`src/rtl/wb_defs.sv`:
```
// wb_defs: Wishbone state encoding and default bus widths shared by
// the command master and the slave modules.
package wb_defs;
    typedef enum logic [1:0] {
        IDLE = 2'd0,
        BUS  = 2'd1,
        RESP = 2'd2
    } wb_state_e;

    localparam int WB_DEF_DATA_WIDTH = 32;
    localparam int WB_DEF_ADDR_WIDTH = 32;
    localparam int WB_DEF_SEL_WIDTH  = 4;
endpackage

```
`src/rtl/wb_cmd_master_if.sv`:
```
// wb_cmd_master_if: command/response streams plus the Wishbone master bus.
interface wb_cmd_master_if import wb_defs::*; #(
    parameter int WB_DATA_WIDTH = WB_DEF_DATA_WIDTH,
    parameter int WB_ADDR_WIDTH = WB_DEF_ADDR_WIDTH,
    parameter int WB_SEL_WIDTH  = WB_DEF_SEL_WIDTH
);
    logic                     cmd_valid_i;
    logic                     cmd_ready_o;
    logic [WB_ADDR_WIDTH-1:0] cmd_addr_i;
    logic [WB_DATA_WIDTH-1:0] cmd_data_i;
    logic                     cmd_we_i;
    logic [WB_SEL_WIDTH-1:0]  cmd_sel_i;
    logic                     rsp_valid_o;
    logic                     rsp_ready_i;
    logic [WB_DATA_WIDTH-1:0] rsp_data_o;
    logic                     rsp_err_o;
    logic [WB_ADDR_WIDTH-1:0] wb_addr_o;
    logic [WB_DATA_WIDTH-1:0] wb_data_o;
    logic                     wb_we_o;
    logic [WB_SEL_WIDTH-1:0]  wb_sel_o;
    logic                     wb_stb_o;
    logic                     wb_cyc_o;
    logic                     wb_ack_i;
    logic                     wb_err_i;
    logic [WB_DATA_WIDTH-1:0] wb_data_i;

    modport master (
        input  cmd_valid_i, cmd_addr_i, cmd_data_i, cmd_we_i, cmd_sel_i, rsp_ready_i,
               wb_ack_i, wb_err_i, wb_data_i,
        output cmd_ready_o, rsp_valid_o, rsp_data_o, rsp_err_o,
               wb_addr_o, wb_data_o, wb_we_o, wb_sel_o, wb_stb_o, wb_cyc_o
    );

    modport slave (
        output cmd_valid_i, cmd_addr_i, cmd_data_i, cmd_we_i, cmd_sel_i, rsp_ready_i,
               wb_ack_i, wb_err_i, wb_data_i,
        input  cmd_ready_o, rsp_valid_o, rsp_data_o, rsp_err_o,
               wb_addr_o, wb_data_o, wb_we_o, wb_sel_o, wb_stb_o, wb_cyc_o
    );
endinterface

```
`src/rtl/wb_timeout_counter.sv`:
```
// wb_timeout_counter: counts stalled bus cycles, saturating at TIMEOUT_CYCLES.
module wb_timeout_counter #(
    parameter int TIMEOUT_CYCLES = 255,
    localparam int W = $clog2(TIMEOUT_CYCLES + 1)
) (
    input  logic clk_i,
    input  logic rst_n_i,
    input  logic clear,
    input  logic en,
    output logic expired
);
    logic [W-1:0] cnt;

    assign expired = cnt == W'(TIMEOUT_CYCLES);

    always_ff @(posedge clk_i or negedge rst_n_i) begin
        if (!rst_n_i) cnt <= '0;
        else if (clear) cnt <= '0;
        else if (en && !expired) cnt <= cnt + 1'b1;
    end
endmodule

```
`src/rtl/wb_cmd_master.sv`:
```
// wb_cmd_master: single-transfer Wishbone classic initiator fed by a command stream.
// Define WB_CMD_MASTER_TIMEOUT_EN to abort BUS cycles that stall for TIMEOUT_CYCLES.
module wb_cmd_master import wb_defs::*; #(
    parameter int WB_DATA_WIDTH  = WB_DEF_DATA_WIDTH,
    parameter int WB_ADDR_WIDTH  = WB_DEF_ADDR_WIDTH,
    parameter int WB_SEL_WIDTH   = WB_DEF_SEL_WIDTH,
    parameter int TIMEOUT_CYCLES = 255
) (
    input logic              clk_i,
    input logic              rst_n_i,
    wb_cmd_master_if.master  bus
);
    if (TIMEOUT_CYCLES < 1) begin : g_bad_timeout
        $error("TIMEOUT_CYCLES must be >= 1");
    end

    wb_state_e                state_q, state_d;
    logic [WB_ADDR_WIDTH-1:0] addr_q, addr_d;
    logic [WB_DATA_WIDTH-1:0] data_q, data_d;
    logic                     we_q, we_d;
    logic [WB_SEL_WIDTH-1:0]  sel_q, sel_d;
    logic                     cyc_q, cyc_d;
    logic                     rsp_valid_q, rsp_valid_d;
    logic [WB_DATA_WIDTH-1:0] rsp_data_q, rsp_data_d;
    logic                     rsp_err_q, rsp_err_d;
    logic                     done;
    logic                     expired;

    assign done = bus.wb_ack_i || bus.wb_err_i;

`ifdef WB_CMD_MASTER_TIMEOUT_EN
    wb_timeout_counter #(.TIMEOUT_CYCLES(TIMEOUT_CYCLES)) u_timeout (
        .clk_i   (clk_i),
        .rst_n_i (rst_n_i),
        .clear   (state_q != BUS),
        .en      (state_q == BUS && !done),
        .expired (expired)
    );
`else
    assign expired = 1'b0;
`endif

    assign bus.cmd_ready_o = state_q == IDLE;
    assign bus.wb_addr_o   = addr_q;
    assign bus.wb_data_o   = data_q;
    assign bus.wb_we_o     = we_q;
    assign bus.wb_sel_o    = sel_q;
    assign bus.wb_cyc_o    = cyc_q;
    assign bus.wb_stb_o    = cyc_q;
    assign bus.rsp_valid_o = rsp_valid_q;
    assign bus.rsp_data_o  = rsp_data_q;
    assign bus.rsp_err_o   = rsp_err_q;

    always_comb begin
        state_d     = state_q;
        addr_d      = addr_q;
        data_d      = data_q;
        we_d        = we_q;
        sel_d       = sel_q;
        cyc_d       = cyc_q;
        rsp_valid_d = rsp_valid_q;
        rsp_data_d  = rsp_data_q;
        rsp_err_d   = rsp_err_q;
        case (state_q)
            IDLE: if (bus.cmd_valid_i) begin
                state_d = BUS;
                addr_d  = bus.cmd_addr_i;
                data_d  = bus.cmd_data_i;
                we_d    = bus.cmd_we_i;
                sel_d   = bus.cmd_sel_i;
                cyc_d   = 1'b1;
            end
            BUS: if (done || expired) begin
                // a real ack/err in the expiry cycle takes priority over the timeout
                state_d     = RESP;
                cyc_d       = 1'b0;
                rsp_valid_d = 1'b1;
                rsp_err_d   = done ? bus.wb_err_i : 1'b1;
                rsp_data_d  = (done && !we_q && !bus.wb_err_i) ? bus.wb_data_i : '0;
            end
            RESP: if (bus.rsp_ready_i) begin
                state_d     = IDLE;
                rsp_valid_d = 1'b0;
            end
            default: state_d = IDLE;
        endcase
    end

    always_ff @(posedge clk_i or negedge rst_n_i) begin
        if (!rst_n_i) begin
            state_q     <= IDLE;
            addr_q      <= '0;
            data_q      <= '0;
            we_q        <= 1'b0;
            sel_q       <= '0;
            cyc_q       <= 1'b0;
            rsp_valid_q <= 1'b0;
            rsp_data_q  <= '0;
            rsp_err_q   <= 1'b0;
        end else begin
            state_q     <= state_d;
            addr_q      <= addr_d;
            data_q      <= data_d;
            we_q        <= we_d;
            sel_q       <= sel_d;
            cyc_q       <= cyc_d;
            rsp_valid_q <= rsp_valid_d;
            rsp_data_q  <= rsp_data_d;
            rsp_err_q   <= rsp_err_d;
        end
    end
endmodule

```
`src/flat_wrapper.sv`:
```
// flat-port wrapper written by rule: the top's interface ports become plain ports
module wb_cmd_master_flat import wb_defs::*;
#(
    parameter int WB_DATA_WIDTH  = WB_DEF_DATA_WIDTH,
    parameter int WB_ADDR_WIDTH  = WB_DEF_ADDR_WIDTH,
    parameter int WB_SEL_WIDTH   = WB_DEF_SEL_WIDTH,
    parameter int TIMEOUT_CYCLES = 255
)
  (clk_i, rst_n_i, bus_cmd_valid_i, bus_cmd_addr_i, bus_cmd_data_i, bus_cmd_we_i, bus_cmd_sel_i, bus_rsp_ready_i, bus_wb_ack_i, bus_wb_err_i, bus_wb_data_i, bus_cmd_ready_o, bus_rsp_valid_o, bus_rsp_data_o, bus_rsp_err_o, bus_wb_addr_o, bus_wb_data_o, bus_wb_we_o, bus_wb_sel_o, bus_wb_stb_o, bus_wb_cyc_o);
  wb_cmd_master_if #(.WB_DATA_WIDTH(WB_DATA_WIDTH), .WB_ADDR_WIDTH(WB_ADDR_WIDTH), .WB_SEL_WIDTH(WB_SEL_WIDTH)) bus_i ();
  input logic clk_i;
  input logic rst_n_i;
  input wire logic [$bits(bus_i.cmd_valid_i)-1:0] bus_cmd_valid_i;
  input wire logic [$bits(bus_i.cmd_addr_i)-1:0] bus_cmd_addr_i;
  input wire logic [$bits(bus_i.cmd_data_i)-1:0] bus_cmd_data_i;
  input wire logic [$bits(bus_i.cmd_we_i)-1:0] bus_cmd_we_i;
  input wire logic [$bits(bus_i.cmd_sel_i)-1:0] bus_cmd_sel_i;
  input wire logic [$bits(bus_i.rsp_ready_i)-1:0] bus_rsp_ready_i;
  input wire logic [$bits(bus_i.wb_ack_i)-1:0] bus_wb_ack_i;
  input wire logic [$bits(bus_i.wb_err_i)-1:0] bus_wb_err_i;
  input wire logic [$bits(bus_i.wb_data_i)-1:0] bus_wb_data_i;
  output wire logic [$bits(bus_i.cmd_ready_o)-1:0] bus_cmd_ready_o;
  output wire logic [$bits(bus_i.rsp_valid_o)-1:0] bus_rsp_valid_o;
  output wire logic [$bits(bus_i.rsp_data_o)-1:0] bus_rsp_data_o;
  output wire logic [$bits(bus_i.rsp_err_o)-1:0] bus_rsp_err_o;
  output wire logic [$bits(bus_i.wb_addr_o)-1:0] bus_wb_addr_o;
  output wire logic [$bits(bus_i.wb_data_o)-1:0] bus_wb_data_o;
  output wire logic [$bits(bus_i.wb_we_o)-1:0] bus_wb_we_o;
  output wire logic [$bits(bus_i.wb_sel_o)-1:0] bus_wb_sel_o;
  output wire logic [$bits(bus_i.wb_stb_o)-1:0] bus_wb_stb_o;
  output wire logic [$bits(bus_i.wb_cyc_o)-1:0] bus_wb_cyc_o;
  assign bus_i.cmd_valid_i = bus_cmd_valid_i;
  assign bus_i.cmd_addr_i = bus_cmd_addr_i;
  assign bus_i.cmd_data_i = bus_cmd_data_i;
  assign bus_i.cmd_we_i = bus_cmd_we_i;
  assign bus_i.cmd_sel_i = bus_cmd_sel_i;
  assign bus_i.rsp_ready_i = bus_rsp_ready_i;
  assign bus_i.wb_ack_i = bus_wb_ack_i;
  assign bus_i.wb_err_i = bus_wb_err_i;
  assign bus_i.wb_data_i = bus_wb_data_i;
  assign bus_cmd_ready_o = bus_i.cmd_ready_o;
  assign bus_rsp_valid_o = bus_i.rsp_valid_o;
  assign bus_rsp_data_o = bus_i.rsp_data_o;
  assign bus_rsp_err_o = bus_i.rsp_err_o;
  assign bus_wb_addr_o = bus_i.wb_addr_o;
  assign bus_wb_data_o = bus_i.wb_data_o;
  assign bus_wb_we_o = bus_i.wb_we_o;
  assign bus_wb_sel_o = bus_i.wb_sel_o;
  assign bus_wb_stb_o = bus_i.wb_stb_o;
  assign bus_wb_cyc_o = bus_i.wb_cyc_o;
  wb_cmd_master #(.WB_DATA_WIDTH(WB_DATA_WIDTH), .WB_ADDR_WIDTH(WB_ADDR_WIDTH), .WB_SEL_WIDTH(WB_SEL_WIDTH), .TIMEOUT_CYCLES(TIMEOUT_CYCLES)) u_core (.clk_i(clk_i), .rst_n_i(rst_n_i), .bus(bus_i));
endmodule
```
`config.mk`:
```
export PLATFORM = sky130hd
export DESIGN_NAME = wb_cmd_master_flat
export DESIGN_NICKNAME = d
export VERILOG_FILES = /design/src/rtl/wb_defs.sv /design/src/rtl/wb_cmd_master_if.sv /design/src/rtl/wb_timeout_counter.sv /design/src/rtl/wb_cmd_master.sv /design/src/flat_wrapper.sv
export SDC_FILE = /design/constraint.sdc
export NUM_CORES = 1
export LEC_CHECK = 0
export ABC_CLOCK_PERIOD_IN_PS = 1520
export CAP_MARGIN = 20
export CORE_MARGIN = 3
export CORE_UTILIZATION = 51
export DETAILED_ROUTE_END_ITERATION = 16
export DONT_BUFFER_PORTS = 1
export PLACE_DENSITY_LB_ADDON = 0.12
export REMOVE_ABC_BUFFERS = 1
export SYNTH_ARGS = -nofsm -noshare
export SYNTH_HDL_FRONTEND = slang
export SYNTH_SLANG_ARGS = --single-unit
export TNS_END_PERCENT = 20
```
`constraint.sdc`:
```
create_clock -name clk_i -period 1.52 [get_ports clk_i]
set_input_delay 0.456 -clock clk_i [delete_from_list [all_inputs] [get_ports clk_i]]
set_output_delay 0.456 -clock clk_i [all_outputs]
set_load 0.01 [all_outputs]
```
* Word level (Yosys, flattened, before mapping)
Cells that the tools add are included.
** Storage, ports and cells
- Register bits :: 106
- Input port bits :: 107
- Output and inout port bits :: 106
- Word-level logic and storage cells :: 38
** Cells by class
- Equality and inequality tests :: 5
- Mux-type cells :: 11
- Reductions and logical operators :: 13
** Operators with widths (number)
- $mux W32 :: 1
- $reduce_and A3 Y1 :: 3
- $mux W2 :: 3
- $pmux W2 S3 :: 1
- $mux W1 :: 4
- $ne A2 B2 Y1 const B :: 2
- $pmux W1 S2 :: 2
- $reduce_and A2 Y1 :: 2
- $reduce_bool A2 Y1 :: 2
- $eq A2 B1 Y1 const B :: 1
- $eq A2 B2 Y1 const B :: 1
- $logic_and A1 B1 Y1 :: 2
- $logic_not A1 Y1 :: 2
- $logic_not A2 Y1 :: 1
- $ne A2 B1 Y1 const B :: 1
- $logic_or A1 B1 Y1 :: 1

* Depth between registers and ports, before layout
Gate-level depths: netlist (run 1).
- Depth in word-level cells :: 4
- Mapped depth :: 5
- Gate-level depth less buffers :: 3

* Least setup slack after synthesis (run 1)
Ideal clock, no wire load.
- Path type :: register to register
- Start :: register u_core.state_q[0]
- End :: register u_core.addr_q[0] (netlist: u_core.bus.wb_addr_o[0])
- Arrival :: 1319 ps
- Required time :: 1395 ps
- Slack :: 75 ps
- Cell stages (with the launch flop) :: 6
- Clock period less this slack :: 1445 ps
- Cell sequence :: dfrtp_1 > nor2_2 > and2_4 > buf_12 > buf_12 > mux2_4
** Between the ends
- Word-level cells in the longest chain between the ends :: 2
** RTL lines
- from (decl) :: RTL line wb_cmd_master.sv:17 : wb_state_e state_q, state_d;
- from (signal assigned) :: RTL line wb_cmd_master.sv:101 : state_q <= state_d;
- $logic_not A2 Y1
- via bus_cmd_ready_o :: RTL line flat_wrapper.sv:22 : output wire logic [$bits(bus_i.cmd_ready_o)-1:0] bus_cmd_ready_o;
- $reduce_and A2 Y1 (no line)
- to (signal assigned) :: RTL line wb_cmd_master.sv:102 : addr_q <= addr_d;
- to (decl) :: RTL line wb_cmd_master.sv:18 : logic [WB_ADDR_WIDTH-1:0] addr_q, addr_d;
The timed path passes the listed nets, and every way through them passes these cells.
A chain may end at the register's enable or synchronous reset.

* Final worst setup path (run 1)
- Start :: register u_core.state_q[0]
- End :: output bus_cmd_ready_o
** Between the ends
- Word-level cells in the longest chain between the ends :: 1
** RTL lines
- $logic_not A2 Y1 :: RTL line wb_cmd_master.sv:43 : assign bus.cmd_ready_o = state_q == IDLE;
- to (decl) :: RTL line flat_wrapper.sv:22
Every way passes these cells.

==> results.txt, run 1 <==
----------------------------------------------------
[STA]
  Share of the cycle needed by the critical path after routing ... 0.976
  Clock skew after layout ... 0.00609 ns
  Post-route setup slack ... 0.0366 ns
  Post-route setup TNS ... 0 ns
  Number of failing setup endpoints in the final timing report ... 0
  Unrepaired setup endpoints after global routing ... true
  Final Hold Slack ... -0.214 ns
  Normalized max-slew margin ... 0.825
  Fin. max-slew vios ... 0
  Top achievable clock speed ... 0.674 GHz
  Period minus WS final ... 1.48 ns
  Pin slew with the least headroom to its limit ... 0.263 ns
  Hold Fails Final Rpt ... 106

[Synthesis]
  Most used standard cell by instance count after synthesis ... dfrtp_1
  Count of distinct cell types in the synthesized netlist ... 19
  Share of flip-flops with an asynchronous set or reset after synthesis ... 1.00
  Biggest area contributors in the synthesized netlist ... dfrtp_1 62%, mux2_4 24%, a22o_1 6.8%
  Mean instance size in the synthesized netlist ... 17.9 sq um
  Number of synthesized flops with an enable pin ... 0
  Yosys top cell area share ... 0.621
  Number of warnings reported in the yosys synthesis log ... 0
  Fraction of the yosys area taken by sequential cells ... 0.621
  Gate count of the mapped netlist ... 238
  Commonest cells post-synth ... 106 x dfrtp_1, 69 x mux2_4, 33 x a22o_1
  Post-synthesis cell area ... 4270 sq um
  Prevailing post-synth register cell ... dfrtp_1
  Number of synthesized register bits ... 106
  Cell type with the highest aggregate area in the netlist ... dfrtp_1

[Cells and area]
  Net count reported at finish ... 353
  Area used by multi-input combinational logic ... 1420 sq um
  Fill count ... 627
  FF/Latch Area ... 2650 sq um
  Antenna Cells ... 0
  Finished Cell Area ... 4560 sq um
  Area Growth Syn to Fin ... 6.74%
  Share of layout cells above drive strength 1 ... 0.394

[Placement]
  DP HPWL ... 5.85 mm
  Placed Instance Area ... 4370 sq um
  Dpl ws ... 0.0399 ns
  Final weighted congestion of routability-driven global placement ... 0.735
  Port bufs ... 0

[Critical path]
  Required time of the critical path ... 1.06 ns
  Cell at the slowest stage of the critical path ... dfrtp_1
  Bufs and invs on worst path ... 1
  Kind of launch point of the worst setup path ... flop
  Data arrival time of the worst path ... 1.03 ns
  CP endpoint kind ... output pin
  Delay contributed by the slowest stage of the critical path ... 0.40 ns
  Worst Setup Path Type ... flop to output pin
  Critical path's top delay family ... flip-flops
  Highest fanout seen on the critical path ... 2
  Worst-path cell chain ... nor2_2 > buf_6

[Die]
  Y dimension of the die ... 97.5 um
  Area of the placeable core ... 7930 sq um
  Initial Util ... 0.539
  Count of boundary I/O pins ... 213
  Std-Cell Rows ... 32
  Die area ... 9510 sq um
  Die width ... 97.5 um

[Clocking]
  Number of CTS-inserted buffers ... 9
  Clock Sinks ... 106
  Count of H-tree levels built during CTS ... 3
  CTS Root Cell ... clkbuf_8
  Clk Latency, worst-skew pair ... 0.35 ns
  Clock transition at the registers of the reported paths ... 0.09 ns
  Clock tree from TritonCTS ... done
  Buffer depth of the longest clock path ... 2

[GRT]
  Vias in the first global route ... 2292
  GRT Total Usage ... 0.178
  Largest net degree at the start of global routing ... 107
  Initial antenna violation count ... 0
  Congestion Overflow GR ... 0
  Global-route wire length before repair ... 13.4 mm

[Drt]
  Vias ... 2040
  Post-DR vias/cell ... 5.78
  Drt first-iter violations ... 76
  TritonRoute pass-1 iters ... 4
  Antenna Nets Post-Route ... 0
  Wire per inst ... 23.3 um
  Number of remaining DRC errors ... 0
  Overall routed net length ... 8.23 mm

[Worst hold path]
  Type of the worst min-delay path ... primary input to async pin

[Status]
  Violations in the final reports ... negative hold slack
  Outcome ... finished, violations left

[Pwr]
  Final total power ... 10.3 mW
  Power density over the cells ... 2270 nW/um^2
  Static leakage power ... 2.15 nW
  Highest ir drop seen on vdd ... 966 uV

[Flow run]
  Maxcap violations ... 0

----------------------------------------------------
==> per-layer routing <==
| metal | vias up | wire, um | GRT usage |
|---|---|---|---|
| li1 | 866 | - | - |
| met1 | 1022 | 3270 | 0.224 |
| met2 | 142 | 3870 | 0.267 |
| met3 | 10 | 967 | 0.0976 |
| met4 | 0 | 116 | 0.0501 |
| met5 | - | 0 | 0 |
==> registers in the layout, indices dropped and copies added, names as in the netlist <==
name / flops
u_core.bus.rsp_valid_o: 1
u_core.state_q: 2
u_core.bus.wb_cyc_o: 1
u_core.bus.wb_data_o: 32
u_core.bus.wb_sel_o: 4
u_core.bus.rsp_data_o: 32
u_core.bus.wb_we_o: 1
u_core.bus.wb_addr_o: 32
u_core.bus.rsp_err_o: 1
==> where the power goes <==
group | switching, mW | internal (mW) | total [mW] | leakage (nW)
registers | 1.65 | 4.13 | 5.78 | 1.30
logic | 0.921 | 2.07 | 2.99 | 0.760
clock network | 0.918 | 0.658 | 1.58 | 0.0876
==> cells by family after synthesis <==
logic type,Yosys count,synth area share
simple gates,9,0.0132
mux,70,0.245
flops,106,0.621
buf+inv,16,0.0472
compound gates,37,0.0738
==> worst register-to-register path, delay by kind of cell (launching register included) <==
family                 cells  cell delay [ns]
and+or+nand+nor            2             0.42
buffers and inverters      1             0.20
DFF                        1             0.40
muxes                      1             0.33
==> per-stage QoR <==
stage | util | instances
2_1_floorplan | - | 223
3_3_place_gp | 0.551 | 336
5_1_grt | 0.575 | 353
4_1_cts | 0.575 | 353
6_report | 0.575 | 353
3_5_place_dp | 0.551 | 336
==> worst paths after layout <==
path	to	cells after the start	slack (ns)	start
max	bus_cmd_ready_o	2	0.04	u_core.state_q[0]$_DFFE_PN0P_
max reg2reg	u_core.bus.wb_addr_o[6]$_DFFE_PN0P_	4	0.07	u_core.state_q[0]$_DFFE_PN0P_
min	u_core.bus.wb_addr_o[11]$_DFFE_PN0P_	0	-0.21	rst_n_i
max in group asynchronous	u_core.bus.wb_data_o[16]$_DFFE_PN0P_	0	1.56	rst_n_i
min reg2reg	u_core.state_q[0]$_DFFE_PN0P_	2	0.56	u_core.state_q[1]$_DFFE_PN0P_
min in group clk_i	u_core.state_q[1]$_DFFE_PN0P_	1	0.20	bus_rsp_ready_i
==> layout by cell type, fill, tap and decap left out, drive strengths merged <==
master / n
a21o: 1
a22o: 33
and2: 1
buf: 12
clkbuf: 12
clkinv: 1
clkinvlp: 1
dfrtp: 106
inv: 3
mux2: 69
mux2i: 1
nand2: 1
nand2b: 1
nand3b: 1
nor2: 3
nor2b: 1
nor3: 1
o21ai: 3
==> layout make-up <==
cell class              instances  share of cell area
well taps                     102              0.0280
inverters                       1            0.000823
clock buffers                  12              0.0318
multi-input cells             116               0.312
repair buffers                 12              0.0379
flip-flops and latches        106               0.582
clock inverters                 4             0.00741
==> repair_timing <==
| item | 4_1_cts | 5_1_grt |
|---|---|---|
| hold endpoints to repair | 106 | 106 |
| setup endpoints to repair | 1 | 9 |
| gates resized for setup | 1 | 1 |
| pin swaps | 2 | 1 |
| setup buffers | 1 | 0 |
(Power assumes the default switching activity.)
==> run 2: changes to the inputs <==
HOLD_SLACK_MARGIN = 0.1   (was unset)
==> results of run 2 <==
Final layout, timing and power as in run 1 (identical DEF).
